[src/rtl/alarm_pkg.sv]
// Shared types and BCD limits for the alarm clock datapath.
package alarm_pkg;

  typedef logic [7:0] bcd_t;

  localparam bcd_t SEC_MAX  = 8'h59;
  localparam bcd_t MIN_MAX  = 8'h59;
  localparam bcd_t HOUR_MAX = 8'h23;

  // Next packed-BCD value, wrapping to 00 after max.
  function automatic bcd_t bcd_inc(input bcd_t v, input bcd_t max);
    if (v == max) begin
      return 8'h00;
    end else if (v[3:0] == 4'd9) begin
      return {v[7:4] + 4'd1, 4'd0};
    end else begin
      return {v[7:4], v[3:0] + 4'd1};
    end
  endfunction

endpackage

[src/rtl/bcd_mod_counter.sv]
// Two-digit packed-BCD counter that wraps to 00 after MAX_BCD.
module bcd_mod_counter
  import alarm_pkg::*;
#(
  parameter bcd_t MAX_BCD = SEC_MAX
) (
  input  logic clk,
  input  logic rst_n,
  input  logic en,
  input  logic clr,
  output bcd_t out,
  output logic carry
);

  bcd_t value_q;

  always_ff @(posedge clk or negedge rst_n) begin
    if (!rst_n) begin
      value_q <= 8'h00;
    end else if (clr) begin
      value_q <= 8'h00;
    end else if (en) begin
      value_q <= bcd_inc(value_q, MAX_BCD);
    end
  end

  assign out   = value_q;
  assign carry = en && (value_q == MAX_BCD);

endmodule

[src/rtl/time_keeper.sv]
// Time-of-day base: 1 Hz prescaler, BCD hh:mm:ss chain and set-mode button handling.
module time_keeper
  import alarm_pkg::*;
#(
  parameter int unsigned CLK_HZ = 50_000_000
) (
  input  logic       clk,
  input  logic       rst_n,
  input  logic       set_mode,
  input  logic       inc_hour,
  input  logic       inc_min,
  input  logic       clr_sec,
  output logic [7:0] hours_bcd,
  output logic [7:0] minutes_bcd,
  output logic [7:0] seconds_bcd,
  output logic       sec_pulse,
  output logic       day_wrap
);

  localparam int unsigned CntW = $clog2(CLK_HZ);
  localparam logic [CntW-1:0] CntLast = CntW'(CLK_HZ - 1);

  logic [CntW-1:0] cnt_q, cnt_d;
  logic            tick;
  logic            inc_hour_q, inc_min_q;
  logic            hour_edge, min_edge;
  logic            sec_en, min_en, hour_en, sec_clr;
  logic            sec_carry, min_carry, hour_carry;
  logic            sec_pulse_q, day_wrap_q;

  // set_mode wins over a coincident tick: no advance on the mode-change edge.
  assign tick = !set_mode && (cnt_q == CntLast);

  always_comb begin
    cnt_d = cnt_q + CntW'(1);
    if (set_mode || tick) begin
      cnt_d = '0;
    end
  end

  assign hour_edge = inc_hour && !inc_hour_q;
  assign min_edge  = inc_min && !inc_min_q;

  // Run mode ripples carries; set mode drives each field from its own button.
  assign sec_en  = tick;
  assign sec_clr = set_mode && clr_sec;
  assign min_en  = set_mode ? min_edge : sec_carry;
  assign hour_en = set_mode ? hour_edge : min_carry;

  always_ff @(posedge clk or negedge rst_n) begin
    if (!rst_n) begin
      cnt_q       <= '0;
      inc_hour_q  <= 1'b0;
      inc_min_q   <= 1'b0;
      sec_pulse_q <= 1'b0;
      day_wrap_q  <= 1'b0;
    end else begin
      cnt_q       <= cnt_d;
      inc_hour_q  <= inc_hour;
      inc_min_q   <= inc_min;
      sec_pulse_q <= tick;
      day_wrap_q  <= tick && hour_carry;
    end
  end

  bcd_mod_counter #(
    .MAX_BCD (SEC_MAX)
  ) u_sec (
    .clk   (clk),
    .rst_n (rst_n),
    .en    (sec_en),
    .clr   (sec_clr),
    .out   (seconds_bcd),
    .carry (sec_carry)
  );

  bcd_mod_counter #(
    .MAX_BCD (MIN_MAX)
  ) u_min (
    .clk   (clk),
    .rst_n (rst_n),
    .en    (min_en),
    .clr   (1'b0),
    .out   (minutes_bcd),
    .carry (min_carry)
  );

  bcd_mod_counter #(
    .MAX_BCD (HOUR_MAX)
  ) u_hour (
    .clk   (clk),
    .rst_n (rst_n),
    .en    (hour_en),
    .clr   (1'b0),
    .out   (hours_bcd),
    .carry (hour_carry)
  );

  assign sec_pulse = sec_pulse_q;
  assign day_wrap  = day_wrap_q;

endmodule

[config.mk]
export PLATFORM = sky130hd
export DESIGN_NAME = time_keeper
export DESIGN_NICKNAME = d
export VERILOG_FILES = /design/src/rtl/alarm_pkg.sv /design/src/rtl/bcd_mod_counter.sv /design/src/rtl/time_keeper.sv
export SDC_FILE = /design/constraint.sdc
export NUM_CORES = 1
export LEC_CHECK = 0
export ABC_AREA = 1
export ABC_CLOCK_PERIOD_IN_PS = 3200
export BUFFER_PORTS_ARGS = -buffer_cell sky130_fd_sc_hd__buf_2
export CAP_MARGIN = 10
export CORE_AREA = 2 2 74 76
export CTS_CLUSTER_DIAMETER = 200
export CTS_CLUSTER_SIZE = 30
export DETAILED_ROUTE_END_ITERATION = 8
export DIE_AREA = 0 0 76 78
export MAX_ROUTING_LAYER = met4
export PLACE_DENSITY = 0.9
export SLEW_MARGIN = 20
export SYNTH_ARGS = -nofsm -noshare
export SYNTH_HDL_FRONTEND = slang
export SYNTH_SLANG_ARGS = --single-unit
[constraint.sdc]
create_clock -name clk -period 3.2 [get_ports clk]
set_clock_uncertainty 0.15 [all_clocks]
set_input_delay 0.16 -clock clk [delete_from_list [all_inputs] [get_ports clk]]
set_output_delay 0.16 -clock clk [all_outputs]
set_load 0.02 [all_outputs]
==> report_table.html, run 1 <==
<table>
<tr><th>Metric</th><th>Value</th></tr>
<tr><th colspan="2">Run status</th></tr>
<tr><td>Outcome</td><td>completed</td></tr>
<tr><th colspan="2">Floorplanning</th></tr>
<tr><td>Die area</td><td>0.005928 mm2</td></tr>
<tr><td>I/O pin count</td><td>32</td></tr>
<tr><td>Placeable core region</td><td>0.005042 mm2</td></tr>
<tr><td>Die Width</td><td>76 um</td></tr>
<tr><td>Effective utilization at floorplan</td><td>0.6062</td></tr>
<tr><td>Row cnt</td><td>26</td></tr>
<tr><td>Vertical die dimension</td><td>78 um</td></tr>
<tr><th colspan="2">Placed design</th></tr>
<tr><td>Placed wire-length estimate</td><td>4720 um</td></tr>
<tr><td>Number of buffers inserted by port buffering</td><td>31</td></tr>
<tr><td>Gp weighted congestion</td><td>0.8797</td></tr>
<tr><th colspan="2">Global route</th></tr>
<tr><td>Largest net degree at the start of global routing</td><td>29</td></tr>
<tr><td>Number of antenna violations at the first check in global routing</td><td>0</td></tr>
<tr><td>Total Routing Usage GR</td><td>0.2406</td></tr>
<tr><td>Wire length of the first global-routing pass</td><td>11290 um</td></tr>
<tr><td>Via count of the first global-routing pass</td><td>2585</td></tr>
<tr><td>Remaining global-route overflow</td><td>0</td></tr>
<tr><th colspan="2">Timing</th></tr>
<tr><td>Final min period</td><td>2234 ps</td></tr>
<tr><td>Portion of the clock cycle consumed by the worst path in the final layout</td><td>0.6981</td></tr>
<tr><td>Hold violation total from the final report</td><td>0</td></tr>
<tr><td>Final max-slew violation count</td><td>0</td></tr>
<tr><td>Unrepaired setup endpoints after global routing</td><td>no</td></tr>
<tr><td>Maximum achievable frequency</td><td>447.7 MHz</td></tr>
<tr><td>Accumulated negative setup slack</td><td>0 ps</td></tr>
<tr><td>Final number of setup-violating endpoints</td><td>0</td></tr>
<tr><td>Max-Slew Margin vs Limit</td><td>0.5520</td></tr>
<tr><td>Slew at the pin with the worst max-slew slack</td><td>671.9 ps</td></tr>
<tr><th colspan="2">Detailed routing</th></tr>
<tr><td>Number of optimization iterations in the first detailed-route pass</td><td>5</td></tr>
<tr><td>Wl on met1</td><td>2783 um</td></tr>
<tr><td>Number of nets with antenna violations after routing</td><td>0</td></tr>
<tr><td>Uppermost routed layer</td><td>met4</td></tr>
<tr><td>Routed length per placed instance</td><td>12.71 um</td></tr>
<tr><td>DR vias/cell</td><td>5.325</td></tr>
<tr><td>Starting DRC count in detailed routing</td><td>137</td></tr>
<tr><td>Met3 layer wire length in the routed design</td><td>229 um</td></tr>
<tr><td>Residual DRC</td><td>0</td></tr>
<tr><td>Routed length on met2</td><td>3260 um</td></tr>
<tr><td>Total routed wirelength</td><td>6344 um</td></tr>
<tr><td>Total number of vias</td><td>2657</td></tr>
<tr><th colspan="2">Clocking</th></tr>
<tr><td>Clock tree root buffer cell</td><td>sky130_fd_sc_hd__clkbuf_8</td></tr>
<tr><td>Total clock buffers created by CTS</td><td>5</td></tr>
<tr><td>Post-cts sizing count</td><td>0</td></tr>
<tr><td>Clk Latency, worst-skew pair</td><td>310 ps</td></tr>
<tr><td>Maximum level of the CTS H-tree</td><td>2</td></tr>
<tr><td>TritonCTS clock tree</td><td>yes</td></tr>
<tr><td>Clock slew at reported path FFs</td><td>100 ps</td></tr>
<tr><td>Clock net sink count</td><td>54</td></tr>
<tr><td>Largest buffer count on any clock path</td><td>2</td></tr>
<tr><th colspan="2">Worst setup path</th></tr>
<tr><td>Chain of cells forming the critical path</td><td>ha_1 -&gt; nand2_1 -&gt; nor2_4 -&gt; nand2_1 -&gt; nor2_2 -&gt; nand4_1 -&gt; nand2_2 -&gt; nand2_2 -&gt; nand2_2 -&gt; nand2_1 -&gt; nand2_1 -&gt; nand2_1</td></tr>
<tr><td>Worst path slowest cell</td><td>sky130_fd_sc_hd__dfrtp_1</td></tr>
<tr><td>Data required time of the worst path</td><td>3260 ps</td></tr>
<tr><td>Critical path startpoint category</td><td>register</td></tr>
<tr><td>R2R setup slack</td><td>970 ps</td></tr>
<tr><td>Most frequent cell on the critical path</td><td>sky130_fd_sc_hd__nand2_1</td></tr>
<tr><td>Worst r2r path cells</td><td>12</td></tr>
<tr><td>Worst Path Max Fanout</td><td>11</td></tr>
<tr><td>Kind of cell adding the most delay to the critical path</td><td>simple AND/OR/NAND/NOR gates</td></tr>
<tr><td>Worst Path Class, Setup</td><td>reg -&gt; reg</td></tr>
<tr><td>Critical path origin</td><td>cnt_q[0]</td></tr>
<tr><td>CP Buf/Inv Count</td><td>0</td></tr>
<tr><td>Worst reg2reg startpoint</td><td>cnt_q[0]</td></tr>
<tr><td>Reg-to-reg endpoint</td><td>u_hour.out[4]</td></tr>
<tr><td>Arrival time at the worst endpoint</td><td>2290 ps</td></tr>
<tr><td>Setup crit end kind</td><td>register</td></tr>
<tr><td>Highest cell delay on the worst timing path</td><td>410 ps</td></tr>
<tr><th colspan="2">Min path</th></tr>
<tr><td>Hold path endpoint</td><td>u_sec.out[5]</td></tr>
<tr><td>Type of the most critical hold path</td><td>in -&gt; reg</td></tr>
<tr><td>Hold_sp</td><td>clr_sec</td></tr>
<tr><td>Cell depth of the worst min-delay path</td><td>4</td></tr>
<tr><th colspan="2">Synthesis</th></tr>
<tr><td>Yosys reg bits</td><td>54</td></tr>
<tr><td>Synthesized Nets</td><td>409</td></tr>
<tr><td>Yosys Warn Count</td><td>0</td></tr>
<tr><td>Distinct cell type count after synthesis</td><td>32</td></tr>
<tr><td>Post-Synthesis Cells</td><td>390</td></tr>
<tr><td>Cell area after technology mapping</td><td>0.003057 mm2</td></tr>
<tr><td>Portion of the post-synthesis area used by sequential elements</td><td>0.4421</td></tr>
<tr><td>Avg Inst Size Synth</td><td>7.838 um2</td></tr>
<tr><th colspan="2">Finish</th></tr>
<tr><td>Synthesis-to-finish area growth</td><td>12.57%</td></tr>
<tr><td>Most common cell after layout, fill and taps aside</td><td>sky130_fd_sc_hd__nand2_1</td></tr>
<tr><td>Number of antenna repair diodes</td><td>0</td></tr>
<tr><td>Share of layout cells above drive strength 1</td><td>0.1352</td></tr>
<tr><td>Most used cells in the layout excluding fill and tap cells</td><td>sky130_fd_sc_hd__nand2_1 (80), sky130_fd_sc_hd__nor2_1 (60), sky130_fd_sc_hd__dfrtp_1 (54)</td></tr>
<tr><td>Layout Nets</td><td>447</td></tr>
<tr><th colspan="2">Run</th></tr>
<tr><td>Maximum Capacitance Violations</td><td>0</td></tr>
<tr><th colspan="2">Pwr</th></tr>
<tr><td>Leakage power</td><td>1.732 nW</td></tr>
<tr><td>Overall power</td><td>1.744 mW</td></tr>
<tr><td>Total power divided by cell area</td><td>506.8 mW/mm2</td></tr>
<tr><td>Worst IR Drop VDD</td><td>0.2960 mV</td></tr>
</table>
## registers in the layout (all words and copies together) (netlist names)
| name | cells |
|---|---|
| u_hour.out | 8 |
| cnt_q | 26 |
| inc_hour_q | 1 |
| sec_pulse | 1 |
| day_wrap | 1 |
| u_sec.out | 8 |
| inc_min_q | 1 |
| u_min.out | 8 |
## cells by family (layout without fill, tap and decap cells)
family,count (synthesis),count (layout),synth area share
xor+xnor,14,14,0.04012
simple gates,225,225,0.3377
buf+inv,55,94,0.07368
fa+ha+maj,13,13,0.05321
compound gates,29,29,0.05321
flops,54,54,0.4421
## through the flow
| stage | worst slack (ps) | utilization | area, um2 | hold slack, ps | cells |
|---|---|---|---|---|---|
| finish | 966.2 | 0.6824 | 3441 | 71.37 | 499 |
| floorplan | 1401 | - | 3057 | -285.6 | 390 |
| global route | 797.0 | 0.6824 | 3441 | 84.03 | 499 |
| CTS | 990.7 | 0.6824 | 3441 | 55.68 | 499 |
| global placement | 1142 | 0.6491 | 3273 | 46.29 | 488 |
| detailed placement | 1000 | 0.6491 | 3273 | 45.64 | 488 |
## worst register-to-register path: stages (launching register included)
cell and delay, ps:
sky130_fd_sc_hd__dfrtp_1 410, sky130_fd_sc_hd__ha_1 190, sky130_fd_sc_hd__nand2_1 100, sky130_fd_sc_hd__nor2_4 140, sky130_fd_sc_hd__nand2_1 80, sky130_fd_sc_hd__nor2_2 100
sky130_fd_sc_hd__nand4_1 130, sky130_fd_sc_hd__nand2_2 220, sky130_fd_sc_hd__nand2_2 110, sky130_fd_sc_hd__nand2_2 180, sky130_fd_sc_hd__nand2_1 150, sky130_fd_sc_hd__nand2_1 100
sky130_fd_sc_hd__nand2_1 70
## synth_stat cells (all sizes together)
cell,instances,share of area
o32ai,1,0.0029
clkinv,1,0.0012
o2bb2ai,1,0.0029
nor4,6,0.012
a21oi,9,0.015
clkbuf,1,0.0012
inv,50,0.061
xor2,12,0.034
a31oi,2,0.0041
nand3b,6,0.015
o21a,1,0.0025
o22ai,1,0.0020
buf,3,0.0098
xnor2,2,0.0057
nand4,10,0.020
nor3b,3,0.0074
and3,1,0.0020
o21ai,14,0.024
nor2,66,0.091
nor3,14,0.023
dfrtp,54,0.44
ha,13,0.053
nand3,31,0.051
nand2,88,0.12
## area by class of cell
cell class / count / area [um2]
Fill cell: 409 / 1602
Multi-Input combinational cell: 281 / 1480
Sequential cell: 54 / 1351
Timing Repair Buffer: 35 / 192.7
Inverter: 51 / 191.4
Tap cell: 70 / 87.58
Clock buffer: 5 / 68.82
Clock inverter: 3 / 68.82
## power by group
group          switching, mW  internal, mW
combinational          0.248         0.133
sequential            0.0817         0.748
clock                  0.220         0.313
total                  0.550          1.19
## worst max-delay path by stage
stage,to,slack (ps),cells after the start
2_1_floorplan,u_hour.out[4],1400,8
3_3_place_gp,u_hour.out[5],1140,12
5_1_grt,u_hour.out[4],800,12
6_report,u_hour.out[4],970,12
3_5_place_dp,u_hour.out[4],1000,12
4_1_cts,u_hour.out[4],990,12
## what timing repair did
item | 4_1_cts | 5_1_grt
buffers inserted | 0 | 0
endpoints found under the hold margin | 28 | 0
hold buffers | 3 | 0
## metal layers
metal / up-vias / global-route usage
met2: 55 / 0.4170
li1: 1336 / -
met5: - / -
met3: 8 / 0.04651
met1: 1258 / 0.2906
met4: 0 / 0.06545
(Power assumes the default switching activity.)
==> run 2, diff against run 1 <==
--- a/config.mk
+++ b/config.mk
@@ -6,16 +6,16 @@
 export NUM_CORES = 1
 export LEC_CHECK = 0
 export ABC_AREA = 1
-export ABC_CLOCK_PERIOD_IN_PS = 3200
+export ABC_CLOCK_PERIOD_IN_PS = 1800
 export BUFFER_PORTS_ARGS = -buffer_cell sky130_fd_sc_hd__buf_2
 export CAP_MARGIN = 10
-export CORE_AREA = 2 2 74 76
+export CORE_AREA = 2 2 79 81
 export CTS_CLUSTER_DIAMETER = 200
 export CTS_CLUSTER_SIZE = 30
 export DETAILED_ROUTE_END_ITERATION = 8
-export DIE_AREA = 0 0 76 78
+export DIE_AREA = 0 0 81 83
 export MAX_ROUTING_LAYER = met4
-export PLACE_DENSITY = 0.9
+export PLACE_DENSITY = 0.84
 export SLEW_MARGIN = 20
 export SYNTH_ARGS = -nofsm -noshare
 export SYNTH_HDL_FRONTEND = slang
==> constraint.sdc (replaced) <==
create_clock -name clk -period 1.8 [get_ports clk]
set_clock_uncertainty 0.15 [all_clocks]
set_input_delay 0.09 -clock clk [delete_from_list [all_inputs] [get_ports clk]]
set_output_delay 0.09 -clock clk [all_outputs]
set_load 0.02 [all_outputs]
==> run 2 against run 1 <==
The run now ends with setup timing left. Sequential share of layout area down 5.0 points. Fmax up 18%. Cell area is 15% higher. Clock power is 49% higher. Via count grew 11%. Worst setup slack got worse by 1100 ps. Clock-buffer cell count unchanged. Final cell count increased by 8.8%. Non-clock buffer count increased by 40.
==> report_table.html, run 2 (synthesized netlist as in run 1, its figures left out) <==
<table>
<tr><th>Metric</th><th>Value</th></tr>
<tr><th colspan="2">Timing</th></tr>
<tr><td>Max-Slew Margin vs Limit</td><td>0.6349</td></tr>
<tr><td>Final WS setup</td><td>-87.65 ps</td></tr>
<tr><td>Final min period</td><td>1888 ps</td></tr>
<tr><td>Portion of the clock cycle consumed by the worst path in the final layout</td><td>1.049</td></tr>
<tr><td>Slew at the pin with the worst max-slew slack</td><td>547.7 ps</td></tr>
<tr><td>Unrepaired setup endpoints after global routing</td><td>yes</td></tr>
<tr><td>Hold violation total from the final report</td><td>0</td></tr>
<tr><td>Maximum achievable frequency</td><td>529.8 MHz</td></tr>
<tr><td>Final max-slew violation count</td><td>0</td></tr>
<tr><td>Final hold slack</td><td>28.16 ps</td></tr>
<tr><td>Final number of setup-violating endpoints</td><td>14</td></tr>
<tr><th colspan="2">Finish</th></tr>
<tr><td>Filler cell count</td><td>427</td></tr>
<tr><td>Most common cell after layout, fill and taps aside</td><td>sky130_fd_sc_hd__nand2_1</td></tr>
<tr><td>Number of antenna repair diodes</td><td>0</td></tr>
<tr><td>Most used cells in the layout excluding fill and tap cells</td><td>sky130_fd_sc_hd__nand2_1 (70), sky130_fd_sc_hd__nor2_1 (53), sky130_fd_sc_hd__dfrtp_1 (51)</td></tr>
<tr><td>Fin util</td><td>0.6790</td></tr>
<tr><td>Max reg flops</td><td>26</td></tr>
<tr><td>Share of layout cells above drive strength 1</td><td>0.2885</td></tr>
<tr><td>Largest register by flop count</td><td>cnt_q</td></tr>
<tr><td>Layout Nets</td><td>487</td></tr>
<tr><td>Final Instance Area</td><td>0.003949 mm2</td></tr>
<tr><td>Synthesis-to-finish area growth</td><td>29.19%</td></tr>
<tr><th colspan="2">Clocking</th></tr>
<tr><td>Clock net sink count</td><td>54</td></tr>
<tr><td>Clk Latency, worst-skew pair</td><td>310 ps</td></tr>
<tr><td>Largest buffer count on any clock path</td><td>2</td></tr>
<tr><td>TritonCTS clock tree</td><td>yes</td></tr>
<tr><td>Clock slew at reported path FFs</td><td>100 ps</td></tr>
<tr><td>Clock tree root buffer cell</td><td>sky130_fd_sc_hd__clkbuf_8</td></tr>
<tr><td>Total clock buffers created by CTS</td><td>5</td></tr>
<tr><td>Maximum level of the CTS H-tree</td><td>2</td></tr>
<tr><th colspan="2">Global route</th></tr>
<tr><td>Largest net degree at the start of global routing</td><td>33</td></tr>
<tr><td>Remaining global-route overflow</td><td>0</td></tr>
<tr><td>Total Routing Usage GR</td><td>0.2221</td></tr>
<tr><td>Number of antenna violations at the first check in global routing</td><td>0</td></tr>
<tr><td>Via count of the first global-routing pass</td><td>2763</td></tr>
<tr><td>Wire length of the first global-routing pass</td><td>11780 um</td></tr>
<tr><th colspan="2">Worst setup path</th></tr>
<tr><td>Worst Path Class, Setup</td><td>reg -&gt; reg</td></tr>
<tr><td>Setup crit end kind</td><td>register</td></tr>
<tr><td>Worst reg2reg startpoint</td><td>cnt_q[18]</td></tr>
<tr><td>Critical path startpoint category</td><td>register</td></tr>
<tr><td>Arrival time at the worst endpoint</td><td>1940 ps</td></tr>
<tr><td>Critical path origin</td><td>cnt_q[18]</td></tr>
<tr><td>Data required time of the worst path</td><td>1850 ps</td></tr>
<tr><td>Worst Path Max Fanout</td><td>6</td></tr>
<tr><th colspan="2">Floorplanning</th></tr>
<tr><td>Placeable core region</td><td>0.005816 mm2</td></tr>
<tr><td>Die area</td><td>0.006723 mm2</td></tr>
<tr><td>Row cnt</td><td>28</td></tr>
<tr><td>Vertical die dimension</td><td>83 um</td></tr>
<tr><td>Effective utilization at floorplan</td><td>0.5256</td></tr>
<tr><td>Die Width</td><td>81 um</td></tr>
<tr><td>I/O pin count</td><td>32</td></tr>
<tr><th colspan="2">Detailed routing</th></tr>
<tr><td>Residual DRC</td><td>0</td></tr>
<tr><td>Total routed wirelength</td><td>7643 um</td></tr>
<tr><td>Total number of vias</td><td>2938</td></tr>
<tr><td>DR vias/cell</td><td>5.411</td></tr>
<tr><td>Number of optimization iterations in the first detailed-route pass</td><td>4</td></tr>
<tr><td>Starting DRC count in detailed routing</td><td>241</td></tr>
<tr><td>Routed length per placed instance</td><td>14.08 um</td></tr>
<tr><td>Number of nets with antenna violations after routing</td><td>0</td></tr>
<tr><th colspan="2">Placed design</th></tr>
<tr><td>Gp weighted congestion</td><td>0.9639</td></tr>
<tr><td>Placed wire-length estimate</td><td>5113 um</td></tr>
<tr><td>Number of buffers inserted by port buffering</td><td>31</td></tr>
<tr><td>Post-detailed-placement cell area</td><td>0.003505 mm2</td></tr>
<tr><th colspan="2">Pwr</th></tr>
<tr><td>Worst IR Drop VDD</td><td>0.5778 mV</td></tr>
<tr><td>Fraction of power spent switching nets</td><td>0.3342</td></tr>
<tr><td>Net switching power</td><td>1.014 mW</td></tr>
<tr><td>Leakage power</td><td>1.973 nW</td></tr>
<tr><td>Clk network pwr share</td><td>0.262</td></tr>
<tr><td>Sequential cell fraction of total power</td><td>0.485</td></tr>
<tr><td>Total power divided by cell area</td><td>768.6 mW/mm2</td></tr>
<tr><td>Internal power</td><td>2.021 mW</td></tr>
<tr><td>Portion of total power attributed to combinational logic</td><td>0.253</td></tr>
<tr><th colspan="2">Run status</th></tr>
<tr><td>Violations in the final reports</td><td>setup timing</td></tr>
<tr><td>Outcome</td><td>complete, but fails checks</td></tr>
<tr><th colspan="2">Min path</th></tr>
<tr><td>Hold_sp</td><td>clr_sec</td></tr>
<tr><td>Type of the most critical hold path</td><td>in -&gt; reg</td></tr>
<tr><th colspan="2">Run</th></tr>
<tr><td>Maximum Capacitance Violations</td><td>0</td></tr>
</table>
[run 2: cell count changes in the layout (fill, tap and decap cells not counted), sizes merged]
cell | before | now
dlygate4sd3 | 3 | 4
clkinv | 2 | 1
bufinv | 2 | 1
buf | 32 | 71
inv | 50 | 51
[run 2: path summary, 6_finish.rpt]
kind / cells past startpoint / end / slack, ps
worst min-delay path: 4 / u_sec.out[7] / 30
worst min register to register: 2 / u_sec.out[7] / 390
max in group asynchronous: 3 / cnt_q[18] / 790
min in group asynchronous: 2 / cnt_q[0] / 150
worst max register to register: 9 / u_hour.out[3] / -90
worst max-delay path: 9 / u_hour.out[3] / -90
[run 2: per-stage QoR]
step | setup slack [ps] | power, mW | setup TNS [ps] | cells
finish | -87.65 | 3.035 | -647.0 | 543
global route | -191.1 | 3.221 | -3137 | 543
CTS | -59.08 | 3.016 | -547.7 | 531
global placement | 21.75 | 2.153 | 0 | 518
detailed placement | -83.19 | 2.207 | -705.6 | 518
floorplan | 0.8842 | 1.919 | 0 | 390
[run 2: per-layer routing]
metal,wire (um),vias to the layer above,GRT usage
met5,0,-,-
met4,251,0,0.05855
met3,301,25,0.03587
met1,3253,1409,0.2711
met2,3836,84,0.3787
li1,-,1420,-
[run 2: area by class of cell]
type	count	area (um2)	area share
Multi-Input combinational cell	281	1654	0.4189
Sequential cell	54	1355	0.3432
Timing Repair Buffer	75	544.3	0.1378
Inverter	51	193.9	0.04911
Tap cell	75	93.84	0.02376
Clock buffer	5	68.82	0.01743
Clock inverter	2	38.79	0.009823
[run 2: critical path, stage by stage, from the launching register on]
cell and delay [ps]:
sky130_fd_sc_hd__dfrtp_2 480, sky130_fd_sc_hd__nor2_1 180, sky130_fd_sc_hd__nand3_1 180, sky130_fd_sc_hd__nor2_4 150, sky130_fd_sc_hd__nand4_1 110, sky130_fd_sc_hd__nand2_2 110
sky130_fd_sc_hd__nand2_2 80, sky130_fd_sc_hd__buf_4 160, sky130_fd_sc_hd__nand3_1 100, sky130_fd_sc_hd__nand2_1 80
[run 2: what timing repair did]
item,in CTS,in global routing
buffers inserted,2,12
gates resized for setup,14,41
hold buffers,4,0
hold endpoints to repair,25,0
endpoints found under the setup margin,20,50
pin swaps,4,14
[run 2: power by group through the flow]
stage	Combinational, mW	Sequential, mW	Clock, mW
finish	0.769	1.47	0.795
floorplan	0.304	1.61	0
CTS	0.735	1.47	0.814
global route	0.859	1.49	0.871
detailed placement	0.715	1.49	0
global placement	0.672	1.48	0
==> run 3, diff against run 2 <==
==> constraint.sdc (replaced) <==
create_clock -name clk -period 1.8 [get_ports clk]
set_clock_uncertainty 0.15 [all_clocks]
set_input_delay 0 -clock clk [delete_from_list [all_inputs] [get_ports clk]]
set_output_delay 0 -clock clk [all_outputs]
set_load 0.02 [all_outputs]
==> run 3 against run 2 <==
The run still ends with setup timing left. Highest routed layer unchanged. Utilization rose by 0.17 points. Global-route usage did not move. Sequential power barely moved. Worst hold slack improved by 28 ps. Combinational power barely moved. Total power barely moved. Fmax rose by 0.49%. Final cell count rose by 0.18%.
==> report_table.html, run 3 (synthesized netlist as in run 1, its figures left out) <==
<table>
<tr><th>Metric</th><th>Value</th></tr>
<tr><th colspan="2">Worst setup path</th></tr>
<tr><td>Chain of cells forming the critical path</td><td>nor2_1 -&gt; nand3_1 -&gt; nor2_4 -&gt; nand4_1 -&gt; nand2_2 -&gt; nand2_2 -&gt; buf_4 -&gt; nand3_1 -&gt; nand2_1</td></tr>
<tr><td>Worst r2r path cells</td><td>9</td></tr>
<tr><td>Critical path startpoint category</td><td>register</td></tr>
<tr><td>Worst Path Max Fanout</td><td>6</td></tr>
<tr><td>Setup crit end kind</td><td>register</td></tr>
<tr><td>Worst reg2reg startpoint</td><td>cnt_q[18]</td></tr>
<tr><td>Critical path origin</td><td>cnt_q[18]</td></tr>
<tr><td>Data required time of the worst path</td><td>1850 ps</td></tr>
<tr><td>Worst Path Class, Setup</td><td>reg -&gt; reg</td></tr>
<tr><td>Reg-to-reg endpoint</td><td>u_hour.out[3]</td></tr>
<tr><td>Worst path slowest cell</td><td>sky130_fd_sc_hd__dfrtp_2</td></tr>
<tr><td>R2R setup slack</td><td>-80 ps</td></tr>
<tr><td>Arrival time at the worst endpoint</td><td>1930 ps</td></tr>
<tr><td>Highest cell delay on the worst timing path</td><td>480 ps</td></tr>
<tr><th colspan="2">Clocking</th></tr>
<tr><td>TritonCTS clock tree</td><td>yes</td></tr>
<tr><td>Total clock buffers created by CTS</td><td>5</td></tr>
<tr><td>Clock tree root buffer cell</td><td>sky130_fd_sc_hd__clkbuf_8</td></tr>
<tr><td>Clock net sink count</td><td>54</td></tr>
<tr><td>Largest buffer count on any clock path</td><td>2</td></tr>
<tr><td>Clk Latency, worst-skew pair</td><td>310 ps</td></tr>
<tr><td>Clock slew at reported path FFs</td><td>100 ps</td></tr>
<tr><td>Maximum level of the CTS H-tree</td><td>2</td></tr>
<tr><th colspan="2">Timing</th></tr>
<tr><td>Hold violation total from the final report</td><td>0</td></tr>
<tr><td>Unrepaired setup endpoints after global routing</td><td>yes</td></tr>
<tr><td>Max-Slew Margin vs Limit</td><td>0.6349</td></tr>
<tr><td>Final max-slew violation count</td><td>0</td></tr>
<tr><td>Final min period</td><td>1878 ps</td></tr>
<tr><td>Final WS setup</td><td>-78.41 ps</td></tr>
<tr><td>Slew at the pin with the worst max-slew slack</td><td>547.6 ps</td></tr>
<tr><td>Portion of the clock cycle consumed by the worst path in the final layout</td><td>1.044</td></tr>
<tr><td>Maximum achievable frequency</td><td>532.4 MHz</td></tr>
<tr><td>Final number of setup-violating endpoints</td><td>14</td></tr>
<tr><th colspan="2">Detailed routing</th></tr>
<tr><td>Routed length per placed instance</td><td>13.98 um</td></tr>
<tr><td>Residual DRC</td><td>0</td></tr>
<tr><td>Total number of vias</td><td>2936</td></tr>
<tr><td>Number of nets with antenna violations after routing</td><td>0</td></tr>
<tr><td>Starting DRC count in detailed routing</td><td>210</td></tr>
<tr><td>Number of optimization iterations in the first detailed-route pass</td><td>4</td></tr>
<tr><td>DR vias/cell</td><td>5.397</td></tr>
<tr><td>Total routed wirelength</td><td>7607 um</td></tr>
<tr><th colspan="2">Placed design</th></tr>
<tr><td>Gp weighted congestion</td><td>0.9639</td></tr>
<tr><td>Inst Count DP</td><td>518</td></tr>
<tr><td>Placed wire-length estimate</td><td>5113 um</td></tr>
<tr><td>Placement-stage worst setup slack</td><td>-83.19 ps</td></tr>
<tr><td>Number of buffers inserted by port buffering</td><td>31</td></tr>
<tr><th colspan="2">Floorplanning</th></tr>
<tr><td>Placeable core region</td><td>0.005816 mm2</td></tr>
<tr><td>Effective utilization at floorplan</td><td>0.5256</td></tr>
<tr><td>Die area</td><td>0.006723 mm2</td></tr>
<tr><td>Die Width</td><td>81 um</td></tr>
<tr><td>Vertical die dimension</td><td>83 um</td></tr>
<tr><td>Row cnt</td><td>28</td></tr>
<tr><td>I/O pin count</td><td>32</td></tr>
<tr><th colspan="2">Run status</th></tr>
<tr><td>Outcome</td><td>complete, but fails checks</td></tr>
<tr><td>Violations in the final reports</td><td>setup timing</td></tr>
<tr><th colspan="2">Global route</th></tr>
<tr><td>Wire length of the first global-routing pass</td><td>11780 um</td></tr>
<tr><td>Number of antenna violations at the first check in global routing</td><td>0</td></tr>
<tr><td>Via count of the first global-routing pass</td><td>2763</td></tr>
<tr><td>Remaining global-route overflow</td><td>0</td></tr>
<tr><td>Largest net degree at the start of global routing</td><td>33</td></tr>
<tr><td>Total Routing Usage GR</td><td>0.2221</td></tr>
<tr><th colspan="2">Pwr</th></tr>
<tr><td>Worst IR Drop VDD</td><td>0.5777 mV</td></tr>
<tr><td>Total power divided by cell area</td><td>766.8 mW/mm2</td></tr>
<tr><td>Internal power</td><td>2.022 mW</td></tr>
<tr><td>Fraction of power spent switching nets</td><td>0.3339</td></tr>
<tr><td>Leakage power</td><td>1.977 nW</td></tr>
<tr><td>Clk network pwr share</td><td>0.262</td></tr>
<tr><td>Portion of total power attributed to combinational logic</td><td>0.254</td></tr>
<tr><td>Net switching power</td><td>1.014 mW</td></tr>
<tr><td>Sequential cell fraction of total power</td><td>0.485</td></tr>
<tr><th colspan="2">Finish</th></tr>
<tr><td>Number of standard cells in the final layout excluding fillers</td><td>544</td></tr>
<tr><td>Max reg flops</td><td>26</td></tr>
<tr><td>Most used cells in the layout excluding fill and tap cells</td><td>sky130_fd_sc_hd__nand2_1 (70), sky130_fd_sc_hd__nor2_1 (53), sky130_fd_sc_hd__dfrtp_1 (51)</td></tr>
<tr><td>Share of layout cells above drive strength 1</td><td>0.2878</td></tr>
<tr><td>Most common cell after layout, fill and taps aside</td><td>sky130_fd_sc_hd__nand2_1</td></tr>
<tr><td>Largest register by flop count</td><td>cnt_q</td></tr>
<tr><td>Layout Nets</td><td>488</td></tr>
<tr><td>Synthesis-to-finish area growth</td><td>29.51%</td></tr>
<tr><td>Number of antenna repair diodes</td><td>0</td></tr>
<tr><th colspan="2">Min path</th></tr>
<tr><td>Type of the most critical hold path</td><td>in -&gt; async</td></tr>
<tr><th colspan="2">Run</th></tr>
<tr><td>Maximum Capacitance Violations</td><td>0</td></tr>
</table>
-- run 3: metal layers --
metal  up-vias  share of wire  global-route usage
met4         0          0.034             0.05855
met5         -              0                   -
met2        77           0.50              0.3787
met3        26          0.035             0.03587
met1      1409           0.43              0.2711
li1       1424              -                   -
-- run 3: repair_timing --
| action | CTS | global route |
|---|---|---|
| gates resized for setup | 14 | 41 |
| endpoints found under the hold margin | 64 | 0 |
| hold buffers | 5 | 0 |
| endpoints found under the setup margin | 20 | 50 |
| pin swaps | 4 | 14 |
| setup buffers | 2 | 12 |
-- run 3: area by class of cell --
cell class | instances | area, um2
clock buffer | 5 | 68.82
timing repair buffer | 76 | 554.3
sequential | 54 | 1355
fill | 425 | 1857
tap | 75 | 93.84
inverter | 51 | 193.9
multi-input combinational | 281 | 1654
clock inverter | 2 | 38.79
-- run 3: power groups by stage --
stage	sequential, mW	combinational [mW]	clock [mW]
after floorplan	1.61	0.304	0
after global placement	1.48	0.672	0
after detailed placement	1.49	0.715	0
after CTS	1.47	0.736	0.814
after global routing	1.49	0.861	0.871
final	1.47	0.771	0.794
-- run 3: worst max-delay path by stage --
stage | end | depth (start not counted)
global route | u_hour.out[3] | 10
floorplan | u_hour.out[4] | 8
CTS | cnt_q[24] | 8
finish | u_hour.out[3] | 9
global placement | u_hour.out[5] | 12
detailed placement | u_hour.out[1] | 12
-- run 3: worst max-delay path, delay by kind of cell, from the launching register on --
family	cells	cell delay, ps
DFF	1	480
buffers and inverters	1	160
and+or+nand+nor	8	980
-- run 3: stage by stage --
stage               instance area, um2  utilization  total power, mW  setup TNS (ps)  hold slack [ps]
floorplan                         3057            -            1.919               0           -445.6
detailed placement                3505       0.6026            2.207          -705.6           -129.8
global placement                  3505       0.6026            2.153               0           -141.5
global route                      3959       0.6807            3.223           -3137            110.7
finish                            3959       0.6807            3.036          -495.6            56.33
CTS                               3724       0.6403            3.018          -547.7            73.54
